`src/rtl/mnist_io_pkg.sv`:
```
// Shared definitions for the host file-transfer path.
//   - xfer_state_e : transfer FSM states
//   - tx_phase_e   : per-byte transmit handshake phase
//   - HDR_READ / HDR_WRITE : protocol header bytes
//   - IDX_W        : file index width
package mnist_io_pkg;

    localparam int unsigned IDX_W     = 16;
    localparam logic [7:0]  HDR_READ  = 8'h52;  // 'R'
    localparam logic [7:0]  HDR_WRITE = 8'h57;  // 'W'

    typedef enum logic [2:0] {
        StIdle,
        StHead,
        StIdxLo,
        StIdxHi,
        StDataTx,
        StDataRx,
        StFin
    } xfer_state_e;

    // PhPull is the wr_req cycle that fetches a payload byte ahead of its ISSUE phase.
    typedef enum logic [1:0] {
        PhPull,
        PhIssue,
        PhWait
    } tx_phase_e;

endpackage

```
`src/rtl/rr_arbiter.sv`:
```
// Round-robin request picker with a registered priority pointer.
// The pointer starts at NREQ-1 so requester 0 wins the first contest.
// Ports:
//   clk, reset  : clock, synchronous active-high reset
//   req_i       : request vector
//   accept_i    : current pick is taken; pointer moves to it
//   valid_o     : at least one request present
//   pick_o      : one-hot pick (first set bit after the pointer)
//   idx_o       : binary index of the pick
module rr_arbiter #(
    parameter int unsigned NREQ = 2,
    parameter int unsigned IW   = (NREQ > 1) ? $clog2(NREQ) : 1
) (
    input  logic            clk,
    input  logic            reset,
    input  logic [NREQ-1:0] req_i,
    input  logic            accept_i,
    output logic            valid_o,
    output logic [NREQ-1:0] pick_o,
    output logic [IW-1:0]   idx_o
);

    logic [IW-1:0]   ptr_q, ptr_d;
    logic            found;
    logic [NREQ-1:0] pick;
    logic [IW-1:0]   idx;
    logic [IW-1:0]   cand;

    always_comb begin
        found = 1'b0;
        pick  = '0;
        idx   = '0;
        cand  = '0;
        // Scan from the slot after the pointer; the pointer itself is checked last.
        for (int unsigned k = 1; k <= NREQ; k++) begin
            cand = IW'((32'(ptr_q) + k) % NREQ);
            if (!found && req_i[cand]) begin
                found      = 1'b1;
                pick[cand] = 1'b1;
                idx        = cand;
            end
        end
        ptr_d = (accept_i && found) ? idx : ptr_q;
    end

    assign valid_o = found;
    assign pick_o  = pick;
    assign idx_o   = idx;

    always_ff @(posedge clk) begin
        if (reset) begin
            ptr_q <= IW'(NREQ - 1);
        end else begin
            ptr_q <= ptr_d;
        end
    end

endmodule

```
`src/rtl/file_xfer_arbiter.sv`:
```
// Shares one rs232 byte link between NREQ requesters and runs the host file protocol:
// header 'R'/'W', 16-bit file index LSB first, then len payload bytes.
// Optional macro RX_TIMEOUT_EN: abort a read after TIMEOUT_CYC idle rx cycles (rx_err pulse).
// Ports:
//   clk, reset                          : clock, synchronous active-high reset
//   req_valid/write/index/len           : per-requester transfer request
//   req_ready, gnt, done                : accept pulse, held grant, completion pulse
//   byte_addr                           : offset of the current payload byte
//   rd_data, rd_valid                   : received payload byte to the granted requester
//   wr_data, wr_req                     : payload byte pull from the granted requester
//   tx_data, tx_en, tx_busy             : rs232 transmit side
//   rx_data, rx_rdy                     : rs232 receive side
//   rx_err                              : rx timeout abort pulse
module file_xfer_arbiter
    import mnist_io_pkg::*;
#(
    parameter int unsigned NREQ        = 2,
    parameter int unsigned LEN_W       = 16,
    parameter int unsigned TIMEOUT_CYC = 1000000
) (
    input  logic                    clk,
    input  logic                    reset,
    input  logic [NREQ-1:0]         req_valid,
    input  logic [NREQ-1:0]         req_write,
    input  logic [NREQ*IDX_W-1:0]   req_index,
    input  logic [NREQ*LEN_W-1:0]   req_len,
    output logic [NREQ-1:0]         req_ready,
    output logic [NREQ-1:0]         gnt,
    output logic [NREQ-1:0]         done,
    output logic [LEN_W-1:0]        byte_addr,
    output logic [7:0]              rd_data,
    output logic                    rd_valid,
    input  logic [NREQ*8-1:0]       wr_data,
    output logic                    wr_req,
    output logic [7:0]              tx_data,
    output logic                    tx_en,
    input  logic                    tx_busy,
    input  logic [7:0]              rx_data,
    input  logic                    rx_rdy,
    output logic                    rx_err
);

    localparam int unsigned IW = (NREQ > 1) ? $clog2(NREQ) : 1;
    localparam logic [LEN_W-1:0] LenOne = LEN_W'(1);

    xfer_state_e      state_q, state_d;
    tx_phase_e        phase_q, phase_d;
    logic [NREQ-1:0]  gnt_q, gnt_d, req_ready_q, req_ready_d, done_q, done_d;
    logic [LEN_W-1:0] byte_addr_q, byte_addr_d, len_q, len_d;
    logic [7:0]       rd_data_q, rd_data_d, tx_data_q, tx_data_d;
    logic             rd_valid_q, rd_valid_d, wr_req_q, wr_req_d, tx_en_q, tx_en_d;
    logic             write_q, write_d;
    logic [IDX_W-1:0] index_q, index_d;
    logic [IW-1:0]    sel_q, sel_d;
    logic             last_byte;

    logic             arb_valid, arb_accept;
    logic [NREQ-1:0]  arb_pick;
    logic [IW-1:0]    arb_idx;

`ifdef RX_TIMEOUT_EN
    logic [31:0]      to_cnt_q, to_cnt_d;
    logic             rx_err_q, rx_err_d;
`endif

    assign arb_accept = (state_q == StIdle);

    rr_arbiter #(
        .NREQ (NREQ),
        .IW   (IW)
    ) u_rr_arbiter (
        .clk      (clk),
        .reset    (reset),
        .req_i    (req_valid),
        .accept_i (arb_accept),
        .valid_o  (arb_valid),
        .pick_o   (arb_pick),
        .idx_o    (arb_idx)
    );

    // Never wraps: len is at most 2^LEN_W-1, so byte_addr+1 always fits.
    assign last_byte = ((byte_addr_q + LenOne) == len_q);

    always_comb begin
        state_d     = state_q;
        phase_d     = phase_q;
        gnt_d       = gnt_q;
        byte_addr_d = byte_addr_q;
        len_d       = len_q;
        rd_data_d   = rd_data_q;
        tx_data_d   = tx_data_q;
        tx_en_d     = tx_en_q;
        write_d     = write_q;
        index_d     = index_q;
        sel_d       = sel_q;
        req_ready_d = '0;
        done_d      = '0;
        rd_valid_d  = 1'b0;
        wr_req_d    = 1'b0;
`ifdef RX_TIMEOUT_EN
        to_cnt_d    = to_cnt_q;
        rx_err_d    = 1'b0;
`endif
        unique case (state_q)
            StIdle: begin
                if (arb_valid) begin
                    gnt_d       = arb_pick;
                    req_ready_d = arb_pick;
                    sel_d       = arb_idx;
                    write_d     = req_write[arb_idx];
                    index_d     = req_index[32'(arb_idx)*IDX_W +: IDX_W];
                    len_d       = req_len[32'(arb_idx)*LEN_W +: LEN_W];
                    byte_addr_d = '0;
                    tx_data_d   = req_write[arb_idx] ? HDR_WRITE : HDR_READ;
                    tx_en_d     = 1'b1;
                    phase_d     = PhIssue;
                    state_d     = StHead;
                end
            end
            StHead, StIdxLo, StIdxHi, StDataTx: begin
                unique case (phase_q)
                    PhPull: begin
                        tx_data_d = wr_data[32'(sel_q)*8 +: 8];
                        tx_en_d   = 1'b1;
                        phase_d   = PhIssue;
                    end
                    PhIssue: begin
                        if (tx_busy) begin
                            tx_en_d = 1'b0;
                            phase_d = PhWait;
                        end
                    end
                    PhWait: begin
                        if (!tx_busy) begin
                            tx_en_d = 1'b1;
                            phase_d = PhIssue;
                            unique case (state_q)
                                StHead: begin
                                    state_d   = StIdxLo;
                                    tx_data_d = index_q[7:0];
                                end
                                StIdxLo: begin
                                    state_d   = StIdxHi;
                                    tx_data_d = index_q[15:8];
                                end
                                StIdxHi: begin
                                    tx_en_d = 1'b0;
                                    if (len_q == '0) begin
                                        state_d = StFin;
                                        done_d  = gnt_q;
                                    end else if (write_q) begin
                                        state_d  = StDataTx;
                                        phase_d  = PhPull;
                                        wr_req_d = 1'b1;
                                    end else begin
                                        state_d = StDataRx;
`ifdef RX_TIMEOUT_EN
                                        to_cnt_d = '0;
`endif
                                    end
                                end
                                default: begin
                                    tx_en_d     = 1'b0;
                                    byte_addr_d = byte_addr_q + LenOne;
                                    if (last_byte) begin
                                        state_d = StFin;
                                        done_d  = gnt_q;
                                    end else begin
                                        phase_d  = PhPull;
                                        wr_req_d = 1'b1;
                                    end
                                end
                            endcase
                        end
                    end
                    default: phase_d = PhIssue;
                endcase
            end
            StDataRx: begin
                // byte_addr advances after the rd_valid cycle so rd_data pairs with its offset.
                if (rd_valid_q) begin
                    byte_addr_d = byte_addr_q + LenOne;
                end
                if (rd_valid_q && last_byte) begin
                    state_d = StFin;
                    done_d  = gnt_q;
                end else if (rx_rdy) begin
                    rd_data_d  = rx_data;
                    rd_valid_d = 1'b1;
                end
`ifdef RX_TIMEOUT_EN
                if (rx_rdy) begin
                    to_cnt_d = '0;
                end else if (state_d == StDataRx) begin
                    if (to_cnt_q == 32'(TIMEOUT_CYC - 1)) begin
                        rx_err_d = 1'b1;
                        gnt_d    = '0;
                        state_d  = StIdle;
                    end else begin
                        to_cnt_d = to_cnt_q + 32'd1;
                    end
                end
`endif
            end
            StFin: begin
                gnt_d   = '0;
                state_d = StIdle;
            end
            default: state_d = StIdle;
        endcase
    end

    always_ff @(posedge clk) begin
        if (reset) begin
            state_q     <= StIdle;
            phase_q     <= PhIssue;
            gnt_q       <= '0;
            req_ready_q <= '0;
            done_q      <= '0;
            byte_addr_q <= '0;
            len_q       <= '0;
            rd_data_q   <= '0;
            rd_valid_q  <= 1'b0;
            wr_req_q    <= 1'b0;
            tx_data_q   <= '0;
            tx_en_q     <= 1'b0;
            write_q     <= 1'b0;
            index_q     <= '0;
            sel_q       <= '0;
`ifdef RX_TIMEOUT_EN
            to_cnt_q    <= '0;
            rx_err_q    <= 1'b0;
`endif
        end else begin
            state_q     <= state_d;
            phase_q     <= phase_d;
            gnt_q       <= gnt_d;
            req_ready_q <= req_ready_d;
            done_q      <= done_d;
            byte_addr_q <= byte_addr_d;
            len_q       <= len_d;
            rd_data_q   <= rd_data_d;
            rd_valid_q  <= rd_valid_d;
            wr_req_q    <= wr_req_d;
            tx_data_q   <= tx_data_d;
            tx_en_q     <= tx_en_d;
            write_q     <= write_d;
            index_q     <= index_d;
            sel_q       <= sel_d;
`ifdef RX_TIMEOUT_EN
            to_cnt_q    <= to_cnt_d;
            rx_err_q    <= rx_err_d;
`endif
        end
    end

    assign gnt       = gnt_q;
    assign req_ready = req_ready_q;
    assign done      = done_q;
    assign byte_addr = byte_addr_q;
    assign rd_data   = rd_data_q;
    assign rd_valid  = rd_valid_q;
    assign wr_req    = wr_req_q;
    assign tx_data   = tx_data_q;
    assign tx_en     = tx_en_q;

`ifdef RX_TIMEOUT_EN
    assign rx_err = rx_err_q;
`else
    assign rx_err = 1'b0;
    // TIMEOUT_CYC only has meaning when the rx timeout is compiled in.
    if (TIMEOUT_CYC == 0) begin : g_no_timeout
    end
`endif

endmodule

```
`config.mk`:
```
export PLATFORM = sky130hd
export DESIGN_NAME = file_xfer_arbiter
export DESIGN_NICKNAME = d
export VERILOG_FILES = /design/src/rtl/mnist_io_pkg.sv /design/src/rtl/rr_arbiter.sv /design/src/rtl/file_xfer_arbiter.sv
export SDC_FILE = /design/constraint.sdc
export NUM_CORES = 1
export LEC_CHECK = 0
export BUFFER_PORTS_ARGS = -buffer_cell sky130_fd_sc_hd__buf_2
export CAP_MARGIN = 5
export CORE_MARGIN = 2
export CORE_UTILIZATION = 57
export DETAILED_ROUTE_END_ITERATION = 8
export HOLD_SLACK_MARGIN = 0.06
export PLACE_DENSITY_LB_ADDON = 0.15
export SETUP_SLACK_MARGIN = 0.05
export SYNTH_ARGS = -nofsm -noshare
export SYNTH_HDL_FRONTEND = slang
export SYNTH_SLANG_ARGS = --single-unit
```
`constraint.sdc`:
```
create_clock -name clk -period 5.05 [get_ports clk]
set_input_delay 0.2525 -clock clk [delete_from_list [all_inputs] [get_ports clk]]
set_output_delay 0.2525 -clock clk [all_outputs]
set_load 0.005 [all_outputs]
```
==> results of run 1 <==
layout by cell type, fill, tap and decap left out, drive strengths merged, types with 10 or more instances in the layout:
| cell | synthesis | final |
|---|---|---|
| clkbuf | 33 | 10 |
| nand2 | 22 | 22 |
| a211oi | 41 | 41 |
| mux2i | 50 | 50 |
| nand3 | 11 | 11 |
| o21ai | 27 | 27 |
| nand2b | 20 | 20 |
| xnor2 | 16 | 16 |
| buf | 12 | 141 |
| nor2b | 12 | 12 |
| inv | 10 | 10 |
| a21oi | 48 | 48 |
| nor2 | 79 | 79 |
| dfxtp | 81 | 81 |
cell families (layout without fill, tap and decap cells):
kind of cell | after synthesis | in the layout | synth area share
other | 1 | 1 | 0.000771
DFF | 81 | 81 | 0.334
xor gates and xnor gates | 20 | 20 | 0.0360
and+or+nand+nor | 213 | 213 | 0.235
muxes | 56 | 56 | 0.117
adders and majority gates | 5 | 5 | 0.0129
AOI/OAI and AO/OA | 157 | 157 | 0.214
buffers and inverters | 55 | 166 | 0.0510
metal layers:
layer / vias up / wire length, microns / global-route usage
li1: 2360 / - / -
met1: 2133 / 5800 / 0.378
met2: 202 / 5910 / 0.451
met3: 18 / 822 / 0.0501
met4: 0 / 194 / 0.0786
met5: - / 0 / 0
critical path: stages (launching register included):
cell and delay (ns):
dfxtp_1 0.34, inv_1 0.11, ha_1 0.71, nand2b_1 0.26, a211oi_1 0.34, o21ai_1 0.42, or3b_1 0.74, or4_1 0.49
a21oi_1 0.17
worst paths after layout:
kind	endpoint	slack [ns]	from
max reg2reg	byte_addr[12]$_SDFFE_PP0P_	1.39	phase_q[0]$_SDFFE_PP1P_
min reg2reg	rd_data[2]$_SDFFE_PP0P_	0.47	rd_data[2]$_SDFFE_PP0P_
min	rd_data[0]$_SDFFE_PP0P_	0.14	rx_data[0]
max	byte_addr[12]$_SDFFE_PP0P_	1.39	phase_q[0]$_SDFFE_PP1P_
state kept, by name, indices dropped and copies added, names as in the netlist, 2 cells and up:
register and cells:
req_ready 2, len_q 16, tx_data 8, rd_data 8
state_q 3, byte_addr 16, done 2, index_q 16
phase_q 2, gnt 2
cell type report:
type                            count  area share
Multi-Input combinational cell    452       0.525
Timing Repair Buffer              141       0.125
Clock inverter                      5      0.0142
Sequential cell                    81       0.283
Clock buffer                       10      0.0223
Tap cell                          105      0.0229
Inverter                           10     0.00656
through the flow:
| stage | hold slack (ns) | cells | worst slack, ns | cell area, sq um |
|---|---|---|---|---|
| 2_1_floorplan | 0.398 | 588 | 2.10 | 4860 |
| 3_3_place_gp | 0.456 | 789 | 1.62 | 5520 |
| 3_5_place_dp | 0.462 | 789 | 1.45 | 5520 |
| 4_1_cts | 0.143 | 804 | 1.42 | 5730 |
| 5_1_grt | 0.145 | 804 | 1.04 | 5730 |
| 6_report | 0.140 | 804 | 1.39 | 5730 |
power breakdown:
group          switching (mW)  internal [mW]
Combinational           0.607          0.435
Sequential              0.150          0.786
Clock                   0.240          0.276
Total                   0.997           1.50
==> reports/summary.txt, run 1 <==
RUN STATUS
----------------------------------------------------------------------------------------
Status                                                                      finished clean

SETUP PATH
----------------------------------------------------------------------------------------
Type of the worst setup path                                                flip-flop to flip-flop
Reg2reg path depth                                                                     8
Type of destination of the critical path                                       flip-flop
Largest driver fanout on the critical path                                            28
CP Data Arrival Time                                                             3.95 ns
Kind of launch point of the worst setup path                                   flip-flop
WP data required                                                                 5.34 ns

YOSYS
----------------------------------------------------------------------------------------
Area share of the largest cell type after synthesis                                0.334
Most used flip-flop cell after synthesis                                         dfxtp_1
Largest cells by area after synthesis                                       dfxtp_1 (33%), mux2i_1 (10%), a211oi_1 (6.2%)
Summed instance area of the synthesized netlist                             0.00486 sq mm
Number of distinct library cells after synthesis                                      67
Cells after Synth                                                                    588
Number of synthesized flops with an enable pin                                         0
Post-Syn Area per Cell                                                        8.27 sq um
Number of flip-flops and latches in the synthesized netlist                           81
Sequential fraction of the synthesis area                                          0.334
Library cell occupying the most area in the post-synthesis netlist               dfxtp_1
Number of nets in the synthesized netlist                                            689
Most common library cells after synthesis                                   dfxtp_1 (81), nor2_1 (79), mux2i_1 (50)
Post-synth ARST share                                                                  0
Number of warnings reported in the yosys synthesis log                                 0
Most common cell in the netlist                                                  dfxtp_1

STA
----------------------------------------------------------------------------------------
Unrepaired setup endpoints after global routing                                    false
Clock Skews                                                                    0.0125 ns
Slew headroom                                                                      0.225
Final setup violating endpoints                                                        0
Max-slew violation count                                                               0
Number of hold violations in the final report                                          0
Final setup TNS                                                                     0 ns
Period Utilization, post-route                                                     0.726
Slew @ Worst Pin                                                                 1.16 ns
Maximum frequency from static timing analysis                                    273 MHz
Tmin final                                                                       3.66 ns

DETAILED ROUTING
----------------------------------------------------------------------------------------
Total DRC errors in the routed layout                                                  0
Sum of routed wire length over all layers                                   12700 microns
Post-detailed-route count of antenna-violating nets                                    0
Number of search-and-repair iterations in the first detailed-routing pass              5
Vias after detailed routing                                                         4713
First DRT Iteration DRCs                                                             323
Routed vias/inst                                                                    5.86
Routed wirelength normalized by instance count                              15.8 microns

FLOORPLAN
----------------------------------------------------------------------------------------
Initial cell density of the core                                                   0.589
Die boundary width                                                          96.3 microns
I/O pin count                                                                        138
Site Rows                                                                             33
Floorplan Core Area                                                         0.00826 sq mm
Overall die area                                                            0.00928 sq mm
Chip Height                                                                 96.3 microns

CLOCK NETWORK
----------------------------------------------------------------------------------------
TritonCTS clock tree                                                                done
Number of buffers created by CTS                                                       9
Post-CTS Setup Bufs                                                                    0
Total of hold buffers inserted after clock tree synthesis                              0
Root buffer cell                                                                clkbuf_8
Clock slew at the register clock pins of the worst setup and hold paths          0.08 ns
Clock latency reported for the late side of the worst-skew pair                  0.36 ns
Clock Sinks                                                                           81
Number of H-tree levels                                                                3
Post-CTS Resized                                                                       0
Max clock buf depth                                                                    2

POWER
----------------------------------------------------------------------------------------
Worst vdd ir                                                                      257 uV
Leakage Power                                                                    2.36 nW
Overall power consumption                                                        2.49 mW
Power per Cell Area                                                          436 mW/mm^2

FINAL LAYOUT
----------------------------------------------------------------------------------------
Fraction of layout instances using a drive strength above 1                        0.256
Storage cell area                                                           0.00162 sq mm
Fillers                                                                              738
Final Core Density                                                                 0.693
Area used by multi-input combinational logic                                0.00301 sq mm
Layout-stage area growth over the synthesis result                                 17.8%
Final Net Count                                                                      796
Antenna fix cells                                                                      0

GLOBAL ROUTE
----------------------------------------------------------------------------------------
Vias in the first global route                                                      4203
Antenna violations before repair                                                       0
Total routing resource utilization after global routing                            0.278
Total gr overflow                                                                      0
Pin count of the biggest net entering global routing                                  69
First-pass GRT wire length                                                  20100 microns

FLOW RUN
----------------------------------------------------------------------------------------
Max cap viols                                                                          0

WORST HOLD PATH
----------------------------------------------------------------------------------------
Hold WC Path Type                                                           primary input to flip-flop
Hold Crit Depth                                                                        3

PLACED DESIGN
----------------------------------------------------------------------------------------
# port buffers                                                                       136
Final HPWL from detailed placement                                          9360 microns
Placer congestion estimate                                                         0.951

(Power assumes the default switching activity.)
==> inputs of run 2 (changes only) <==
--- a/config.mk
+++ b/config.mk
@@ -5,10 +5,11 @@
 export SDC_FILE = /design/constraint.sdc
 export NUM_CORES = 1
 export LEC_CHECK = 0
+export ABC_AREA = 1
 export BUFFER_PORTS_ARGS = -buffer_cell sky130_fd_sc_hd__buf_2
 export CAP_MARGIN = 5
 export CORE_MARGIN = 2
-export CORE_UTILIZATION = 57
+export CORE_UTILIZATION = 52
 export DETAILED_ROUTE_END_ITERATION = 8
 export HOLD_SLACK_MARGIN = 0.06
 export PLACE_DENSITY_LB_ADDON = 0.15
==> constraint.sdc (replaced) <==
create_clock -name clk -period 3.72 [get_ports clk]
set_input_delay 0.186 -clock clk [delete_from_list [all_inputs] [get_ports clk]]
set_output_delay 0.186 -clock clk [all_outputs]
set_load 0.005 [all_outputs]
==> reports/summary.txt, run 2 <==
POWER
----------------------------------------------------------------------------------------
Logic gate share of total power                                                    0.433   +0.015
Worst vdd ir                                                                      313 uV   +22%
Overall power consumption                                                        3.65 mW   +46%
Net switching power                                                              1.55 mW   +56%
Share of total power in the clock network                                          0.209   +0.002
Power per Cell Area                                                          653 mW/mm^2   +50%
Portion of total power attributed to sequential cells                              0.359   -0.016
Internal power                                                                   2.10 mW   +40%
Switch share                                                                       0.425   +0.0254
Leakage Power                                                                    2.52 nW   +6.9%

STA
----------------------------------------------------------------------------------------
Final setup violating endpoints                                                        0   unchanged
Final WS setup                                                                   1.10 ns   -0.289 ns
Final setup TNS                                                                     0 ns   unchanged
Clock Skews                                                                    0.0118 ns   -0.000711 ns
Final hold slack                                                               0.0830 ns   -0.0571 ns
Number of hold violations in the final report                                          0   unchanged
Slew headroom                                                                      0.210   -0.0152
Unrepaired setup endpoints after global routing                                    false
Max-slew violation count                                                               0   unchanged
Slew @ Worst Pin                                                                 1.18 ns   +0.0215 ns
Tmin final                                                                       2.62 ns   -1.04 ns
Maximum frequency from static timing analysis                                    381 MHz   +40%
Period Utilization, post-route                                                     0.705   -0.0204

WORST HOLD PATH
----------------------------------------------------------------------------------------
Hold WC Path Type                                                           primary input to flip-flop
Launch point of the worst hold path                                         req_index[15]
End point of the worst hold path                                            index_q[15]$_SDFFE_PP0P_
Hold Crit Depth                                                                        3   unchanged

DETAILED ROUTING
----------------------------------------------------------------------------------------
Sum of routed wire length over all layers                                   12800 microns   +0.56%
Number of search-and-repair iterations in the first detailed-routing pass              5   unchanged
Routed vias/inst                                                                    5.49   -6.4%
Routed wirelength normalized by instance count                              14.0 microns   -11%
Vias after detailed routing                                                         5011   +6.3%
Post-detailed-route count of antenna-violating nets                                    0   unchanged
Total DRC errors in the routed layout                                                  0   unchanged
First DRT Iteration DRCs                                                             288   -11%

YOSYS
----------------------------------------------------------------------------------------
Most used flip-flop cell after synthesis                                         dfxtp_1
Number of flip-flops and latches in the synthesized netlist                           81   unchanged
Largest cells by area after synthesis                                       dfxtp_1 (35%), nand2_1 (15%), inv_1 (5.0%)
Number of distinct library cells after synthesis                                      41   -39%
Summed instance area of the synthesized netlist                             0.00462 sq mm   -5.0%
Sequential fraction of the synthesis area                                          0.351   +0.0177
Number of warnings reported in the yosys synthesis log                                 0   unchanged
Cells after Synth                                                                    678   +15%
Area share of the largest cell type after synthesis                                0.351   +0.0177
Most common cell in the netlist                                                  nand2_1
Library cell occupying the most area in the post-synthesis netlist               dfxtp_1
Number of nets in the synthesized netlist                                            779   +13%
Post-synth ARST share                                                                  0   unchanged
Post-Syn Area per Cell                                                        6.81 sq um   -18%
Number of synthesized flops with an enable pin                                         0   unchanged
Most common library cells after synthesis                                   nand2_1 (188), dfxtp_1 (81), inv_1 (62)

SETUP PATH
----------------------------------------------------------------------------------------
Type of destination of the critical path                                       flip-flop
CP Data Arrival Time                                                             2.92 ns   -1.03 ns
WP data required                                                                 4.02 ns   -1.32 ns
Reg2reg path depth                                                                    11   +3
Internal reg-to-reg setup slack                                                  1.10 ns   -0.29 ns
Endpoint of the lowest-slack register-to-register path                      byte_addr[7]$_SDFFE_PP0P_
Worst setup startpoint                                                      state_q[0]$_SDFFE_PP0P_
Type of the worst setup path                                                flip-flop to flip-flop
Reg-to-reg critical path startpoint                                         state_q[0]$_SDFFE_PP0P_
Largest driver fanout on the critical path                                            17   -39%
Kind of launch point of the worst setup path                                   flip-flop

FINAL LAYOUT
----------------------------------------------------------------------------------------
Fraction of layout instances using a drive strength above 1                        0.256   about the same
Post-route insts no fill                                                             913   +14%
Area of all placed cells without fillers                                    0.00558 sq mm   -2.5%
Most common cell after layout, fill and taps aside                               nand2_1
Final Core Density                                                                 0.643   -0.0503
Fillers                                                                              823   +12%
Layout-stage area growth over the synthesis result                                 20.9%
Commonest cells after routing, fill and taps aside                          nand2_1 (188), buf_2 (136), dfxtp_1 (81)
Antenna fix cells                                                                      0   unchanged
Final Net Count                                                                      901   +13%

CLOCK NETWORK
----------------------------------------------------------------------------------------
Max clock buf depth                                                                    2   unchanged
Post-CTS Setup Bufs                                                                    0   unchanged
Clock latency reported for the late side of the worst-skew pair                  0.36 ns   about the same
Post-CTS Resized                                                                       0   unchanged
Number of buffers created by CTS                                                       9   unchanged
Number of H-tree levels                                                                3   unchanged
Root buffer cell                                                                clkbuf_8
Clock Sinks                                                                           81   unchanged
TritonCTS clock tree                                                                done
Clock slew at the register clock pins of the worst setup and hold paths          0.09 ns   about the same
Total of hold buffers inserted after clock tree synthesis                              0   unchanged

PLACED DESIGN
----------------------------------------------------------------------------------------
Final HPWL from detailed placement                                          9680 microns   +3.4%
Placer congestion estimate                                                         0.900   -5.4%
# port buffers                                                                       136   unchanged
Cell total after placement                                                           897   +14%
Setup Slack @ Placement                                                          1.14 ns   -0.307 ns
Post-detailed-placement cell area                                           0.00534 sq mm   -3.1%

FLOORPLAN
----------------------------------------------------------------------------------------
Site Rows                                                                             34   +3.0%
Chip Height                                                                 98.2 microns   +1.9%
Die boundary width                                                          98.2 microns   +1.9%
Overall die area                                                            0.00965 sq mm   +3.9%
Floorplan Core Area                                                         0.00868 sq mm   +5.1%
Initial cell density of the core                                                   0.532   -0.0568
I/O pin count                                                                        138   unchanged

FLOW RUN
----------------------------------------------------------------------------------------
Max cap viols                                                                          0   unchanged

GLOBAL ROUTE
----------------------------------------------------------------------------------------
Pin count of the biggest net entering global routing                                  69   unchanged
Vias in the first global route                                                      4508   +7.3%
Antenna violations before repair                                                       0   unchanged
First-pass GRT wire length                                                  21400 microns   +6.7%
Total routing resource utilization after global routing                            0.269   -0.00868
Total gr overflow                                                                      0   unchanged

RUN STATUS
----------------------------------------------------------------------------------------
Status                                                                      finished clean

==> run 2: cell families after synthesis <==
family          share of synthesized area
fa+ha+maj                          0.0136
xor+xnor                          0.00380
mux                                0.0342
other cells                      0.000812
buf+inv                            0.0800
flops                               0.351
simple gates                        0.323
compound gates                      0.194
==> run 2: routing by layer <==
layer / up-vias / track usage / wire [microns]
met5: - / 0 / 0
met4: 0 / 0.0738 / 167
met3: 17 / 0.0387 / 969
met2: 220 / 0.412 / 5690
met1: 2244 / 0.398 / 5970
li1: 2530 / - / -
==> run 2: worst max path at each step <==
| stage | to | slack, ns | cells past startpoint |
|---|---|---|---|
| after global placement | byte_addr[7]$_SDFFE_PP0P_ | 1.26 | 11 |
| after CTS | byte_addr[2]$_SDFFE_PP0P_ | 1.12 | 11 |
| after floorplan | state_q[0]$_SDFFE_PP0P_ | 1.67 | 14 |
| after global routing | byte_addr[2]$_SDFFE_PP0P_ | 0.79 | 11 |
| after detailed placement | byte_addr[2]$_SDFFE_PP0P_ | 1.14 | 11 |
| final | byte_addr[7]$_SDFFE_PP0P_ | 1.10 | 11 |
==> run 2: layout make-up <==
| cell class | count | area, sq um | area share |
|---|---|---|---|
| sequential | 81 | 1620 | 0.291 |
| clock buffer | 11 | 151 | 0.0271 |
| timing repair buffer | 139 | 703 | 0.126 |
| multi-input combinational | 502 | 2630 | 0.472 |
| clock inverter | 5 | 85.1 | 0.0152 |
| tap | 108 | 135 | 0.0242 |
| inverter | 67 | 251 | 0.0451 |
==> run 2: power groups by stage <==
stage,registers [mW],logic (mW),clock network (mW)
floorplan,1.25,1.21,0
global placement,1.31,1.54,0
detailed placement,1.32,1.57,0
CTS,1.30,1.57,0.770
global route,1.34,1.79,0.804
finish,1.31,1.58,0.761
==> run 2: critical path, stage by stage (launching register included) <==
cell and delay (ns):
dfxtp_1 0.34, nor2_1 0.19, nor2_1 0.12, nor2_2 0.28, inv_1 0.16, o21ai_2 0.11
nand3_2 0.32, nor2_2 0.62, inv_1 0.16, nor2_1 0.12, a21oi_1 0.05, nor2_1 0.08
==> inputs of run 3 (changes only) <==
==> constraint.sdc (replaced) <==
create_clock -name clk -period 2.66 [get_ports clk]
set_input_delay 0.133 -clock clk [delete_from_list [all_inputs] [get_ports clk]]
set_output_delay 0.133 -clock clk [all_outputs]
set_load 0.005 [all_outputs]
==> reports/summary.txt, run 3 (synthesized netlist as in run 2, its figures left out) <==
POWER
----------------------------------------------------------------------------------------
Overall power consumption                                                        5.59 mW   +53%
Logic gate share of total power                                                    0.476   +0.043
Net switching power                                                              2.29 mW   +48%
Worst vdd ir                                                                      556 uV   +78%
Switch share                                                                       0.410   -0.0149
Internal power                                                                   3.29 mW   +57%
Power per Cell Area                                                          887 mW/mm^2   +36%
Share of total power in the clock network                                          0.194   -0.015
Leakage Power                                                                    2.87 nW   +14%
Portion of total power attributed to sequential cells                              0.330   -0.029

FINAL LAYOUT
----------------------------------------------------------------------------------------
Most common cell after layout, fill and taps aside                               nand2_1
Layout-stage area growth over the synthesis result                                 36.4%
Fillers                                                                              696   -15%
Commonest cells after routing, fill and taps aside                          nand2_1 (188), buf_2 (136), dfxtp_1 (80)
Final Net Count                                                                      972   +7.9%
Fraction of layout instances using a drive strength above 1                        0.244   -0.0116
Area used by multi-input combinational logic                                0.00264 sq mm   +0.33%
Storage cell area                                                           0.00162 sq mm   about the same
Antenna fix cells                                                                      0   unchanged

GLOBAL ROUTE
----------------------------------------------------------------------------------------
Total routing resource utilization after global routing                            0.292   +0.0229
First-pass GRT wire length                                                  23200 microns   +8.5%
Antenna violations before repair                                                       0   unchanged
Total gr overflow                                                                      0   unchanged
Pin count of the biggest net entering global routing                                  69   unchanged
Vias in the first global route                                                      5051   +12%

FLOORPLAN
----------------------------------------------------------------------------------------
Initial cell density of the core                                                   0.532   unchanged
Die boundary width                                                          98.2 microns   unchanged
Site Rows                                                                             34   unchanged
Chip Height                                                                 98.2 microns   unchanged
Overall die area                                                            0.00965 sq mm   unchanged
I/O pin count                                                                        138   unchanged
Floorplan Core Area                                                         0.00868 sq mm   unchanged

STA
----------------------------------------------------------------------------------------
Final setup TNS                                                                     0 ns   unchanged
Tmin final                                                                       2.40 ns   -0.221 ns
Slew headroom                                                                      0.650   +0.440
Period Utilization, post-route                                                     0.903   +0.198
Final hold slack                                                               0.0648 ns   -0.0183 ns
Final setup violating endpoints                                                        0   unchanged
Unrepaired setup endpoints after global routing                                    false
Maximum frequency from static timing analysis                                    416 MHz   +9.2%
Max-slew violation count                                                               0   unchanged
Slew @ Worst Pin                                                                0.521 ns   -0.662 ns
Number of hold violations in the final report                                          0   unchanged
Clock Skews                                                                    0.0215 ns   +0.00976 ns

SETUP PATH
----------------------------------------------------------------------------------------
CP Data Arrival Time                                                             2.69 ns   -0.23 ns
Reg2reg path depth                                                                     9   -2
Largest driver fanout on the critical path                                            68   +51
Family with the most delay on the worst path                                buffers and inverters
Library cell contributing the largest single delay on the critical path     dlygate4sd3_1
Type of destination of the critical path                                       flip-flop
Reg-to-reg critical path startpoint                                         state_q[1]$_SDFFE_PP0P_
Internal reg-to-reg setup slack                                                  0.26 ns   -0.84 ns
Sum of buffers and inverters on the critical path                                      4   +2
WP data required                                                                 2.95 ns   -1.07 ns
Cell seen most often among critical-path stages                                   nor2_1
Kind of launch point of the worst setup path                                   flip-flop
Cell-by-cell trace of the critical path                                     nor2_1 > inv_2 > nor2_1 > inv_1 > nor2_4 > buf_12 > o21ai_0 > a31oi_1 > dlygate4sd3_1
Worst setup startpoint                                                      state_q[1]$_SDFFE_PP0P_
Type of the worst setup path                                                flip-flop to flip-flop
Endpoint of the lowest-slack register-to-register path                      len_q[1]$_SDFFE_PP0P_
Delay of the slowest critical-path stage                                         0.60 ns   -0.02 ns

DETAILED ROUTING
----------------------------------------------------------------------------------------
Post-detailed-route count of antenna-violating nets                                    0   unchanged
First DRT Iteration DRCs                                                             322   +12%
Number of search-and-repair iterations in the first detailed-routing pass              5   unchanged
Sum of routed wire length over all layers                                   14500 microns   +13%
Routed wirelength normalized by instance count                              14.7 microns   +4.8%
Routed vias/inst                                                                    5.52   +0.65%
Total DRC errors in the routed layout                                                  0   unchanged
Vias after detailed routing                                                         5436   +8.5%

WORST HOLD PATH
----------------------------------------------------------------------------------------
Launch point of the worst hold path                                          req_len[28]
End point of the worst hold path                                            len_q[12]$_SDFFE_PP0P_
Hold Crit Depth                                                                        3   unchanged
Hold WC Path Type                                                           primary input to flip-flop

CLOCK NETWORK
----------------------------------------------------------------------------------------
Number of H-tree levels                                                                3   unchanged
Root buffer cell                                                                clkbuf_8
Clock slew at the register clock pins of the worst setup and hold paths          0.08 ns   about the same
Max clock buf depth                                                                    2   unchanged
TritonCTS clock tree                                                                done
Post-CTS Setup Bufs                                                                    0   unchanged
Clock latency reported for the late side of the worst-skew pair                  0.36 ns   about the same
Clock Sinks                                                                           81   unchanged
Number of buffers created by CTS                                                       9   unchanged

RUN STATUS
----------------------------------------------------------------------------------------
Status                                                                      finished clean

PLACED DESIGN
----------------------------------------------------------------------------------------
Final HPWL from detailed placement                                          9770 microns   +0.99%
# port buffers                                                                       136   unchanged
Placer congestion estimate                                                         0.975   +8.2%

FLOW RUN
----------------------------------------------------------------------------------------
Max cap viols                                                                          0   unchanged

## run 3: cell types whose count changed in the layout (fill, tap and decap cells not counted), moves of 2 or more
| cell | change |
|---|---|
| buf_12 | +2 |
| dlygate4sd3_1 | +63 |
| clkbuf_1 | +2 |
| buf_4 | +5 |
| clkbuf_8 | -2 |
## run 3: worst register-to-register path: cells and delay by family (launching register included)
| family | cells | cell delay [ns] |
|---|---|---|
| compound gates | 2 | 0.38 |
| flops | 1 | 0.36 |
| simple gates | 3 | 0.55 |
| buf+inv | 4 | 1.06 |
## run 3: worst max path at each step
stage	to	slack [ns]	cells past startpoint
final	len_q[1]$_SDFFE_PP0P_	0.26	9
after global routing	state_q[0]$_SDFFE_PP0P_	0.07	14
after CTS	state_q[0]$_SDFFE_PP0P_	0.29	14
after detailed placement	state_q[0]$_SDFFE_PP0P_	0.32	14
after global placement	state_q[0]$_SDFFE_PP0P_	0.43	16
after floorplan	state_q[0]$_SDFFE_PP0P_	0.61	14
## run 3: final cells by class
type / count / share of cell area
clock buffers: 11 / 0.0209
well taps: 108 / 0.0215
repair buffers: 209 / 0.224
multi-input cells: 503 / 0.419
inverters: 67 / 0.0399
clock inverters: 5 / 0.0165
flip-flops and latches: 81 / 0.258
## run 3: power groups by stage
stage          logic [mW]  clock network, mW  registers [mW]
2_1_floorplan        1.70                  0            1.75
3_3_place_gp         2.25                  0            1.83
3_5_place_dp         2.28                  0            1.85
4_1_cts              2.59               1.09            1.83
5_1_grt              2.95               1.14            1.88
6_report             2.66               1.08            1.85
## run 3: timing repair
item | CTS | global route
hold endpoints to repair | 36 | 0
endpoints found under the setup margin | 0 | 2
gates resized for setup | 0 | 2
hold buffers | 63 | 0
## run 3: per-stage QoR
stage                     setup slack [ns]   util  cells  instance area [sq um]
after floorplan                      0.610      -    678                   4620
after global placement               0.429  0.625    904                   5420
after detailed placement             0.321  0.625    904                   5420
after CTS                            0.295  0.724    983                   6290
after global routing                0.0698  0.726    984                   6300
final                                0.257  0.726    984                   6300
## run 3: routing by layer
metal	up-vias	track usage	wire length (microns)
li1	2674	-	-
met1	2472	0.374	6140
met2	252	0.497	6960
met3	38	0.0458	958
met4	0	0.111	396
met5	-	0	0
